[src/rtl/core_pkg.sv]
// Shared load/store types: FSM state, access-size encodings, load funct3 codes
// and the size/alignment helpers used by the LSU.
package core_pkg;

  typedef enum logic [1:0] {
    IDLE = 2'd0,
    REQ  = 2'd1,
    DONE = 2'd2
  } lsu_state_t;

  localparam logic [1:0] SZ_BYTE = 2'b00;
  localparam logic [1:0] SZ_HALF = 2'b01;
  localparam logic [1:0] SZ_WORD = 2'b10;
  localparam logic [1:0] SZ_LOAD = 2'b11;

  localparam logic [2:0] F3_LB  = 3'b000;
  localparam logic [2:0] F3_LH  = 3'b001;
  localparam logic [2:0] F3_LW  = 3'b010;
  localparam logic [2:0] F3_LBU = 3'b100;
  localparam logic [2:0] F3_LHU = 3'b101;

  // Loads carry their width in funct3; unknown codes behave as LW.
  function automatic logic [1:0] access_size(input logic [1:0] store_size,
                                             input logic [2:0] funct3);
    logic [1:0] sz;
    if (store_size != SZ_LOAD) begin
      sz = store_size;
    end else begin
      case (funct3)
        F3_LB, F3_LBU: sz = SZ_BYTE;
        F3_LH, F3_LHU: sz = SZ_HALF;
        default:       sz = SZ_WORD;
      endcase
    end
    return sz;
  endfunction

  function automatic logic is_aligned(input logic [1:0] sz, input logic [1:0] lo);
    logic ok;
    case (sz)
      SZ_HALF: ok = ~lo[0];
      SZ_WORD: ok = (lo == 2'b00);
      default: ok = 1'b1;
    endcase
    return ok;
  endfunction

endpackage

[src/rtl/load_store_unit_if.sv]
// Data-memory bus between the LSU (master) and the memory (slave).
interface load_store_unit_if #(parameter int ADDR_W = 32);
  logic              req;
  logic              we;
  logic [ADDR_W-1:0] addr;
  logic [3:0]        be;
  logic [31:0]       wdata;
  logic [31:0]       rdata;
  logic              ack;

  modport master (output req, we, addr, be, wdata, input rdata, ack);
  modport slave  (input req, we, addr, be, wdata, output rdata, ack);
endinterface

[src/rtl/load_align.sv]
// Selects the addressed byte/half lane of a read word and sign- or zero-extends it.
module load_align
  import core_pkg::*;
(
  input  logic [31:0] rdata,
  input  logic [1:0]  lane,
  input  logic [2:0]  funct3,
  output logic [31:0] data
);

  logic [7:0]  byte_v;
  logic [15:0] half_v;

  always_comb begin
    byte_v = rdata[{lane, 3'b000} +: 8];
    half_v = lane[1] ? rdata[31:16] : rdata[15:0];
    case (funct3)
      F3_LB:   data = {{24{byte_v[7]}}, byte_v};
      F3_LBU:  data = {24'h0, byte_v};
      F3_LH:   data = {{16{half_v[15]}}, half_v};
      F3_LHU:  data = {16'h0, half_v};
      default: data = rdata;
    endcase
  end

endmodule

[src/rtl/load_store_unit.sv]
// Load/store unit: accepts one aligned access, holds it on the memory bus until
// ack, then spends one completion cycle; misaligned accesses fault in IDLE.
module load_store_unit
  import core_pkg::*;
#(
  parameter int ADDR_W = 32
) (
  input  logic              CLK,
  input  logic              RST_N,
  input  logic              memory_en,
  input  logic [1:0]        store_size,
  input  logic [2:0]        funct3,
  input  logic [ADDR_W-1:0] addr,
  input  logic [31:0]       wdata,
  output logic              stall,
  output logic [31:0]       load_data,
  output logic              load_valid,
  output logic              misaligned,
  load_store_unit_if.master mem
);

  lsu_state_t        state, state_nxt;
  logic [ADDR_W-1:0] cap_addr;
  logic [31:0]       cap_wdata;
  logic [2:0]        cap_f3;
  logic [1:0]        cap_size;
  logic              cap_is_load;
  logic              aligned;
  logic              accept;
  logic              in_req;
  logic [3:0]        be;
  logic [31:0]       wd;
  logic [31:0]       ld_aligned;

  assign aligned     = is_aligned(access_size(store_size, funct3), addr[1:0]);
  assign cap_is_load = (cap_size == SZ_LOAD);
  assign in_req      = (state == REQ);

  // Core-facing strobes are held low while reset is asserted.
  always_comb begin
    state_nxt  = state;
    accept     = 1'b0;
    stall      = 1'b0;
    misaligned = 1'b0;
    load_valid = 1'b0;
    case (state)
      IDLE: begin
        if (memory_en && RST_N) begin
          if (aligned) begin
            accept    = 1'b1;
            stall     = 1'b1;
            state_nxt = REQ;
          end else begin
            misaligned = 1'b1;
          end
        end
      end
      REQ: begin
        stall = RST_N;
        if (mem.ack) state_nxt = DONE;
      end
      DONE: begin
        load_valid = cap_is_load && RST_N;
        state_nxt  = IDLE;
      end
      default: state_nxt = IDLE;
    endcase
  end

  always_comb begin
    be = 4'hF;
    wd = cap_wdata;
    case (cap_size)
      SZ_BYTE: begin
        be = 4'b0001 << cap_addr[1:0];
        wd = {4{cap_wdata[7:0]}};
      end
      SZ_HALF: begin
        be = 4'b0011 << {cap_addr[1], 1'b0};
        wd = {2{cap_wdata[15:0]}};
      end
      default: ;
    endcase
  end

  assign mem.req   = in_req;
  assign mem.we    = in_req && !cap_is_load;
  assign mem.addr  = in_req ? {cap_addr[ADDR_W-1:2], 2'b00} : '0;
  assign mem.be    = in_req ? be : 4'h0;
  assign mem.wdata = in_req ? wd : 32'h0;

  load_align u_load_align (
    .rdata  (mem.rdata),
    .lane   (cap_addr[1:0]),
    .funct3 (cap_f3),
    .data   (ld_aligned)
  );

  always_ff @(posedge CLK) begin
    if (!RST_N) begin
      state     <= IDLE;
      cap_addr  <= '0;
      cap_wdata <= 32'h0;
      cap_f3    <= 3'b000;
      cap_size  <= 2'b00;
      load_data <= 32'h0;
    end else begin
      state <= state_nxt;
      if (accept) begin
        cap_addr  <= addr;
        cap_wdata <= wdata;
        cap_f3    <= funct3;
        cap_size  <= store_size;
      end
      if (in_req && mem.ack && cap_is_load) load_data <= ld_aligned;
    end
  end

endmodule

[src/flat_wrapper.sv]
// flat-port wrapper written by rule: the top's interface ports become plain ports
module load_store_unit_flat import core_pkg::*;
#(
  parameter int ADDR_W = 32
)
  (CLK, RST_N, memory_en, store_size, funct3, addr, wdata, stall, load_data, load_valid, misaligned, mem_req, mem_we, mem_addr, mem_be, mem_wdata, mem_rdata, mem_ack);
  load_store_unit_if #(.ADDR_W(ADDR_W)) mem_i ();
  input  logic CLK;
  input  logic RST_N;
  input  logic memory_en;
  input  logic [1:0] store_size;
  input  logic [2:0] funct3;
  input  logic [ADDR_W-1:0] addr;
  input  logic [31:0] wdata;
  output logic stall;
  output logic [31:0] load_data;
  output logic load_valid;
  output logic misaligned;
  output wire logic [$bits(mem_i.req)-1:0] mem_req;
  output wire logic [$bits(mem_i.we)-1:0] mem_we;
  output wire logic [$bits(mem_i.addr)-1:0] mem_addr;
  output wire logic [$bits(mem_i.be)-1:0] mem_be;
  output wire logic [$bits(mem_i.wdata)-1:0] mem_wdata;
  input wire logic [$bits(mem_i.rdata)-1:0] mem_rdata;
  input wire logic [$bits(mem_i.ack)-1:0] mem_ack;
  assign mem_req = mem_i.req;
  assign mem_we = mem_i.we;
  assign mem_addr = mem_i.addr;
  assign mem_be = mem_i.be;
  assign mem_wdata = mem_i.wdata;
  assign mem_i.rdata = mem_rdata;
  assign mem_i.ack = mem_ack;
  load_store_unit #(.ADDR_W(ADDR_W)) u_core (.CLK(CLK), .RST_N(RST_N), .memory_en(memory_en), .store_size(store_size), .funct3(funct3), .addr(addr), .wdata(wdata), .stall(stall), .load_data(load_data), .load_valid(load_valid), .misaligned(misaligned), .mem(mem_i));
endmodule
[config.mk]
export PLATFORM = sky130hd
export DESIGN_NAME = load_store_unit_flat
export DESIGN_NICKNAME = d
export VERILOG_FILES = /design/src/rtl/core_pkg.sv /design/src/rtl/load_store_unit_if.sv /design/src/rtl/load_align.sv /design/src/rtl/load_store_unit.sv /design/src/flat_wrapper.sv
export SDC_FILE = /design/constraint.sdc
export NUM_CORES = 1
export LEC_CHECK = 0
export ABC_AREA = 1
export BUFFER_PORTS_ARGS = -buffer_cell sky130_fd_sc_hd__buf_2
export CAP_MARGIN = 40
export CORE_ASPECT_RATIO = 0.5
export CORE_MARGIN = 5
export CORE_UTILIZATION = 45
export DETAILED_ROUTE_END_ITERATION = 8
export PLACE_DENSITY = 0.76
export SYNTH_ARGS = -nofsm -noshare
export SYNTH_HDL_FRONTEND = slang
export SYNTH_SLANG_ARGS = --single-unit
[constraint.sdc]
create_clock -name CLK -period 2.06 [get_ports CLK]
set_clock_uncertainty 0.1 [all_clocks]
set_input_delay 0 -clock CLK [delete_from_list [all_inputs] [get_ports CLK]]
set_output_delay 0 -clock CLK [all_outputs]
set_load 0.01 [all_outputs]
==> results by group, run 1 <==
Power and ir drop
  – Pwr Total: 4.917 mW
  – Peak supply drop: ~420 uV
  – Leak pwr: 3.786 nW
  – PwrDens: 644.6 nW/um^2

Timing
  – Max-slew violations: 0
  – Final min period: about 1900 ps
  – RSZ-0062 raised after global routing: false
  – Fmax achieved: 522.7 MHz
  – Final setup TNS: 0 ps
  – Max-Slew Margin vs Limit: 56.98%
  – Hold Vio Cnt, Final: 0
  – Hold WS: 316.1 ps
  – Final setup viols: 0
  – Worst slew pin tran: 645.3 ps
  – Final period utilization: 92.87%

Drt
  – Top Layer Used: met5
  – Drt via density: 5.040
  – M1 WL: between 6000 and 7000 um
  – Drt first pass iters: 8
  – Iter 0 DRT Violations: 576
  – Detail Route Antenna Nets: 0
  – Vias: 6,250
  – Post-Route WL: roughly 18,000 um
  – Routed WL per cell: 14.19 um
  – Post-route DRC: 0
  – Met2 wire length: 8542 um
  – Metal3 WL: 1519 um

GRT
  – Vias in the first global route: 5,883
  – Initial antenna violation count: 1
  – GRT Total Usage: 24.72%
  – Gr ovfl total: 0
  – Largest net degree at the start of global routing: 75
  – First-pass GRT wire length: 28,050 um

Die
  – Core area: 11,050 um^2
  – Chip height: 85.28 um
  – Die area: ~14,000 um^2
  – # rows: 27
  – Initial Util: 46.17%
  – DIE WIDTH: 160.6 um
  – Boundary pin count: 210

CTS
  – TritonCTS Buffers: 9
  – CTS H-tree lvls: 3
  – CTS tree: done
  – Max clock buf depth: 2
  – Clk_lat worst skew: 330 ps
  – Clk pin slew, worst setup/hold paths: 70 ps
  – Root Buffer Master: clkbuf_16
  – CTS Sinks: just over 100

Yosys
  – Post-Syn Area: 5100 um^2
  – Post-synth EDFFs: 0
  – Asr flop ratio synth: 0%
  – Post-Synthesis Cells: 798
  – Seq/Total Area, Yosys: 40.43%
  – Distinct cell type count after synthesis: 31
  – Syn avg cell area: ~6.4 um^2
  – Yosys Warn Count: 0
  – Synth Flop Type: dfxtp_1
  – Synth Register Bits: 103

Min path
  – Hold Crit Class: input port to primary output

Final layout
  – Area Overhead vs Synth: 49.58%
  – Commonest non-fill, non-tap cells in the layout: 278 x nor2_1, 207 x buf_2, 105 x dlygate4sd3_1
  – Cell area after layout: 7629 um^2
  – Final Non-Filler Cells: 1,240
  – Fill cells: between 900 and 1k
  – Share of layout cells above drive strength 1: a little under a quarter
  – Final nets: ~1.2k
  – Commonest non-fill, non-tap cell in the layout: nor2_1

Worst setup path
  – Crit path kind: flop to flop
  – CP Max Fanout: 16
  – Crit path DAT: ~2100 ps
  – CP startpoint kind: flop
  – CP Data Required Time: approximately 2200 ps
  – Crit end category: flop

Place
  – HPWL after DPL: ~11,000 um
  – RePlAce Congestion: 0.8529
  – Placed cell area: 6182 um^2
  – Dpl cells: 1,115
  – Buffers on Ports: about 210

Run
  – Max capacitance violation total: 0

Outcome
  – Run status: finished clean
through the flow:
| step | worst slack, ps | util, % |
|---|---|---|
| 2_1_floorplan | 640.6 | - |
| 3_3_place_gp | 402.5 | 55.96 |
| 3_5_place_dp | 352.9 | 55.96 |
| 4_1_cts | 90.18 | 68.29 |
| 5_1_grt | 28.52 | 69.03 |
| 6_report | 147.0 | 69.06 |
layer usage:
layer / vias to the layer above / track usage (%)
met4: 2 / 10.07
met1: 2804 / 29.73
met2: 323 / 43.20
met3: 58 / 5.580
li1: 3063 / -
met5: - / 0
state kept, by name, indices dropped and copies added, names as in the netlist:
register and count:
u_core.cap_addr 32, u_core.cap_size 2, u_core.state 2, u_core.cap_f3 3
u_core.cap_wdata 32, u_core.load_data 32
kinds of logic (layout without fill, tap and decap cells):
family	after synthesis	count (layout)	share of synthesized area, %
AOI/OAI and AO/OA	148	148	15.21
adders and majority gates	2	2	0.4906
buffers and inverters	145	440	12.02
DFF	103	103	40.43
other	1	3	0.07353
and+or+nand+nor	399	399	31.77
power breakdown:
group,switching [mW],total (mW),internal (mW)
registers,0.0694,2.17,2.10
logic,0.580,1.00,0.425
clock network,0.729,1.74,1.01
synthesized netlist by cell type (2+ instances only):
library cell / count / area share (%)
a21oi_1: 17 / 1.7
a31oi_1: 2 / 0.25
buf_2: 16 / 1.6
buf_4: 4 / 0.59
buf_6: 4 / 0.88
clkbuf_1: 24 / 1.8
clkinv_1: 3 / 0.22
dfxtp_1: 103 / 40
ha_1: 2 / 0.49
inv_1: 90 / 6.6
nand2_1: 68 / 5.0
nand2_4: 3 / 0.66
nand3_1: 29 / 2.8
nand4_1: 8 / 0.98
nor2_1: 279 / 21
nor2_2: 2 / 0.25
o211ai_1: 10 / 1.5
o21ai_0: 86 / 8.4
o21ai_1: 32 / 3.1
or2_2: 5 / 0.61
critical path: stages, from the launching register on:
cell	delay [ps]
dfxtp_1	370
nor2_2	160
nand2_1	120
nor2_4	150
buf_12	150
o21ai_0	80
a31oi_1	150
dlygate4sd3_1	570
final cells by class:
type | instances | area, um^2 | share of cell area [%]
clock buffer | 12 | 256.5 | 3.362
timing repair buffer | 328 | 2258 | 29.60
tap | 145 | 181.4 | 2.378
clock inverter | 4 | 53.80 | 0.7053
multi-input combinational | 551 | 2449 | 32.10
antenna | 1 | 2.502 | 0.03280
sequential | 103 | 2063 | 27.05
inverter | 96 | 364.1 | 4.773
what timing repair did:
action,4_1_cts,5_1_grt
buffers inserted,0,1
setup endpoints to repair,0,3
hold buffers,105,0
hold endpoints to repair,103,0
resized for setup,0,7
path summary, 6_finish.rpt:
| check | start | to | slack [ps] | cells after the start |
|---|---|---|---|---|
| setup / recovery | u_core.state[1] | u_core.load_data[6] | 150 | 7 |
| setup reg to reg | u_core.state[1] | u_core.load_data[6] | 150 | 7 |
| hold reg to reg | u_core.cap_addr[18] | u_core.cap_addr[18] | 380 | 2 |
| hold / removal | memory_en | misaligned | 320 | 4 |
Power figures use the tool's default switching activity.
==> run 2: changes to the inputs <==
- CORE_UTILIZATION: 45 -> 44
- PLACE_DENSITY: 0.76 -> 0.77
- clock period: 2.06 -> 1.7 ns (I/O delays scaled with it)
==> results by group, run 2 (synthesized netlist as in run 1, its figures left out) <==
Final layout
  – Area Overhead vs Synth: 50.32%
  – Biggest regs: u_core.cap_addr: 32 flops, u_core.cap_wdata: 32 flops, u_core.load_data: 32 flops
  – Multi-input logic area: 2449 um^2
  – Fill cells: 931
  – Commonest non-fill, non-tap cells in the layout: 278 x nor2_1, 207 x buf_2, 103 x dlygate4sd3_1
  – Cell area after layout: around 7700 um^2
  – Final nets: 1,200
  – Share of layout cells above drive strength 1: 24.41%
  – Reg area: 2067 um^2
  – Commonest non-fill, non-tap cell in the layout: nor2_1

Worst setup path
  – Crit path DAT: approximately 1600 ps
  – CP top delay family: buffers and inverters
  – CP startpoint kind: flop
  – Reg-to-Reg End: u_core.load_data[24]
  – CP Data Required Time: 1600 ps
  – Worst Setup SP: u_core.state[0]
  – Crit path depth: 6
  – R2R cell count: 8
  – Worst setup endpoint: mem_wdata[23]
  – Crit path kind: flop to primary output
  – Reg-to-Reg Start: u_core.state[0]
  – CP bufs+invs: 3
  – Crit path max-delay cell type: dfxtp_2
  – Crit-path cells: inv_2, nor2_4, clkbuf_4, o21ai_0, a21oi_1, buf_2
  – CP Max Fanout: 8
  – CP max stage delay: 320 ps
  – Crit end category: primary output
  – Reg2Reg Setup Slack: 150 ps

Timing
  – Hold WS: 95.01 ps
  – Max-Slew Margin vs Limit: 59.40%
  – Hold Vio Cnt, Final: 0
  – Worst slew pin tran: 609.0 ps
  – Final setup viols: 1
  – Fmax achieved: 586.8 MHz
  – Final min period: 1704 ps
  – RSZ-0062 raised after global routing: true
  – Final worst setup slack: -4.174 ps
  – Max-slew violations: 0
  – Final period utilization: 100.2%

Die
  – Die area: 13,970 um^2
  – Boundary pin count: 210
  – Initial Util: 45.75%
  – # rows: 27
  – Chip height: 86.13 um
  – DIE WIDTH: 162.3 um
  – Core area: 11,150 um^2

Drt
  – Post-route DRC: 0
  – Post-Route WL: 17,420 um
  – Detail Route Antenna Nets: 0
  – Drt via density: 4.957
  – Routed WL per cell: 14.00 um
  – Drt first pass iters: 6
  – Iter 0 DRT Violations: 498
  – Vias: 6,166

GRT
  – Vias in the first global route: 5,971
  – GR Layer Usage met3: roughly 5%
  – GRT Max-Usage Layer: met2
  – First-pass GRT wire length: about 28,000 um
  – GR Util met1: 29.68%
  – Largest net degree at the start of global routing: approximately 70
  – Met2 usage: 42.77%
  – Gr ovfl total: 0
  – Initial antenna violation count: 0
  – GRT Total Usage: about a quarter

Place
  – Placed cell area: about 6300 um^2
  – Dpl ws: a little over 50 ps
  – RePlAce Congestion: 0.8799
  – Buffers on Ports: a little over 200
  – HPWL after DPL: 11,130 um

CTS
  – TritonCTS Buffers: 9
  – CTS Sinks: between 100 and 150
  – Clk pin slew, worst setup/hold paths: around 70 ps
  – Clk_lat worst skew: between 300 and 400 ps
  – CTS tree: done
  – Max clock buf depth: 2
  – Root Buffer Master: clkbuf_16
  – CTS H-tree lvls: 3

Outcome
  – Run status: complete, but fails checks
  – Failing checks: negative setup slack

Power and ir drop
  – Peak supply drop: between 400 and 500 uV
  – Leak pwr: between 3 and 4 nW
  – PwrDens: between 700 and 800 nW/um^2

Run
  – Max capacitance violation total: 0

Min path
  – Hold Crit Class: input port to flop
[run 2: stage by stage]
stage	TNS (ps)	util [%]	total power [mW]	instances
2_1_floorplan	0	-	3.335	799
3_3_place_gp	0	56.31	3.689	1121
3_5_place_dp	0	56.31	3.717	1121
4_1_cts	0	68.32	6.009	1240
5_1_grt	-429.5	68.74	6.329	1243
6_report	-4.174	68.77	6.012	1244
[run 2: final cells by class]
class	instances	area share, %
clock inverters	5	0.8487
well taps	145	2.367
multi-input cells	551	31.94
repair buffers	332	30.03
flip-flops and latches	103	26.96
inverters	96	4.782
clock buffers	11	3.036
diodes	1	0.03264
[run 2: worst min-delay path by stage]
stage                     startpoint              endpoint  slack [ps]  cells after the start
final                          RST_N  u_core.load_data[22]         100                      6
after floorplan              mem_ack       u_core.state[0]          10                      1
after global routing           RST_N  u_core.load_data[19]         120                      6
after global placement       mem_ack       u_core.state[0]         130                      2
after detailed placement     mem_ack       u_core.state[0]         130                      2
after CTS                      RST_N  u_core.load_data[22]          80                      6
[run 2: worst register-to-register path, delay by kind of cell, from the launching register on]
kind / cells / cell delay (ps)
and+or+nand+nor: 3 / 480
AOI/OAI and AO/OA: 2 / 260
buffers and inverters: 3 / 300
DFF: 1 / 320
[run 2: metal layers]
| metal | share of wire (%) | up-vias | wire length, um |
|---|---|---|---|
| met5 | 0 | - | 0 |
| met4 | 2.9 | 0 | 509 |
| met3 | 7.1 | 47 | 1238 |
| met2 | 48 | 297 | 8354 |
| met1 | 42 | 2753 | 7318 |
| li1 | - | 3069 | - |
[run 2: timing repair]
item | 4_1_cts | 5_1_grt
gates resized for setup | 4 | 11
endpoints found under the hold margin | 103 | 0
cloned | 0 | 1
pin swaps | 1 | 2
setup endpoints to repair | 18 | 37
setup buffers | 0 | 2
hold buffers | 103 | 0
[run 2: where the power goes]
part	internal [mW]	total (mW)	switching (mW)
logic	0.556	1.27	0.714
clock network	1.16	2.11	0.944
registers	2.55	2.64	0.0885
total	4.26	6.01	1.75
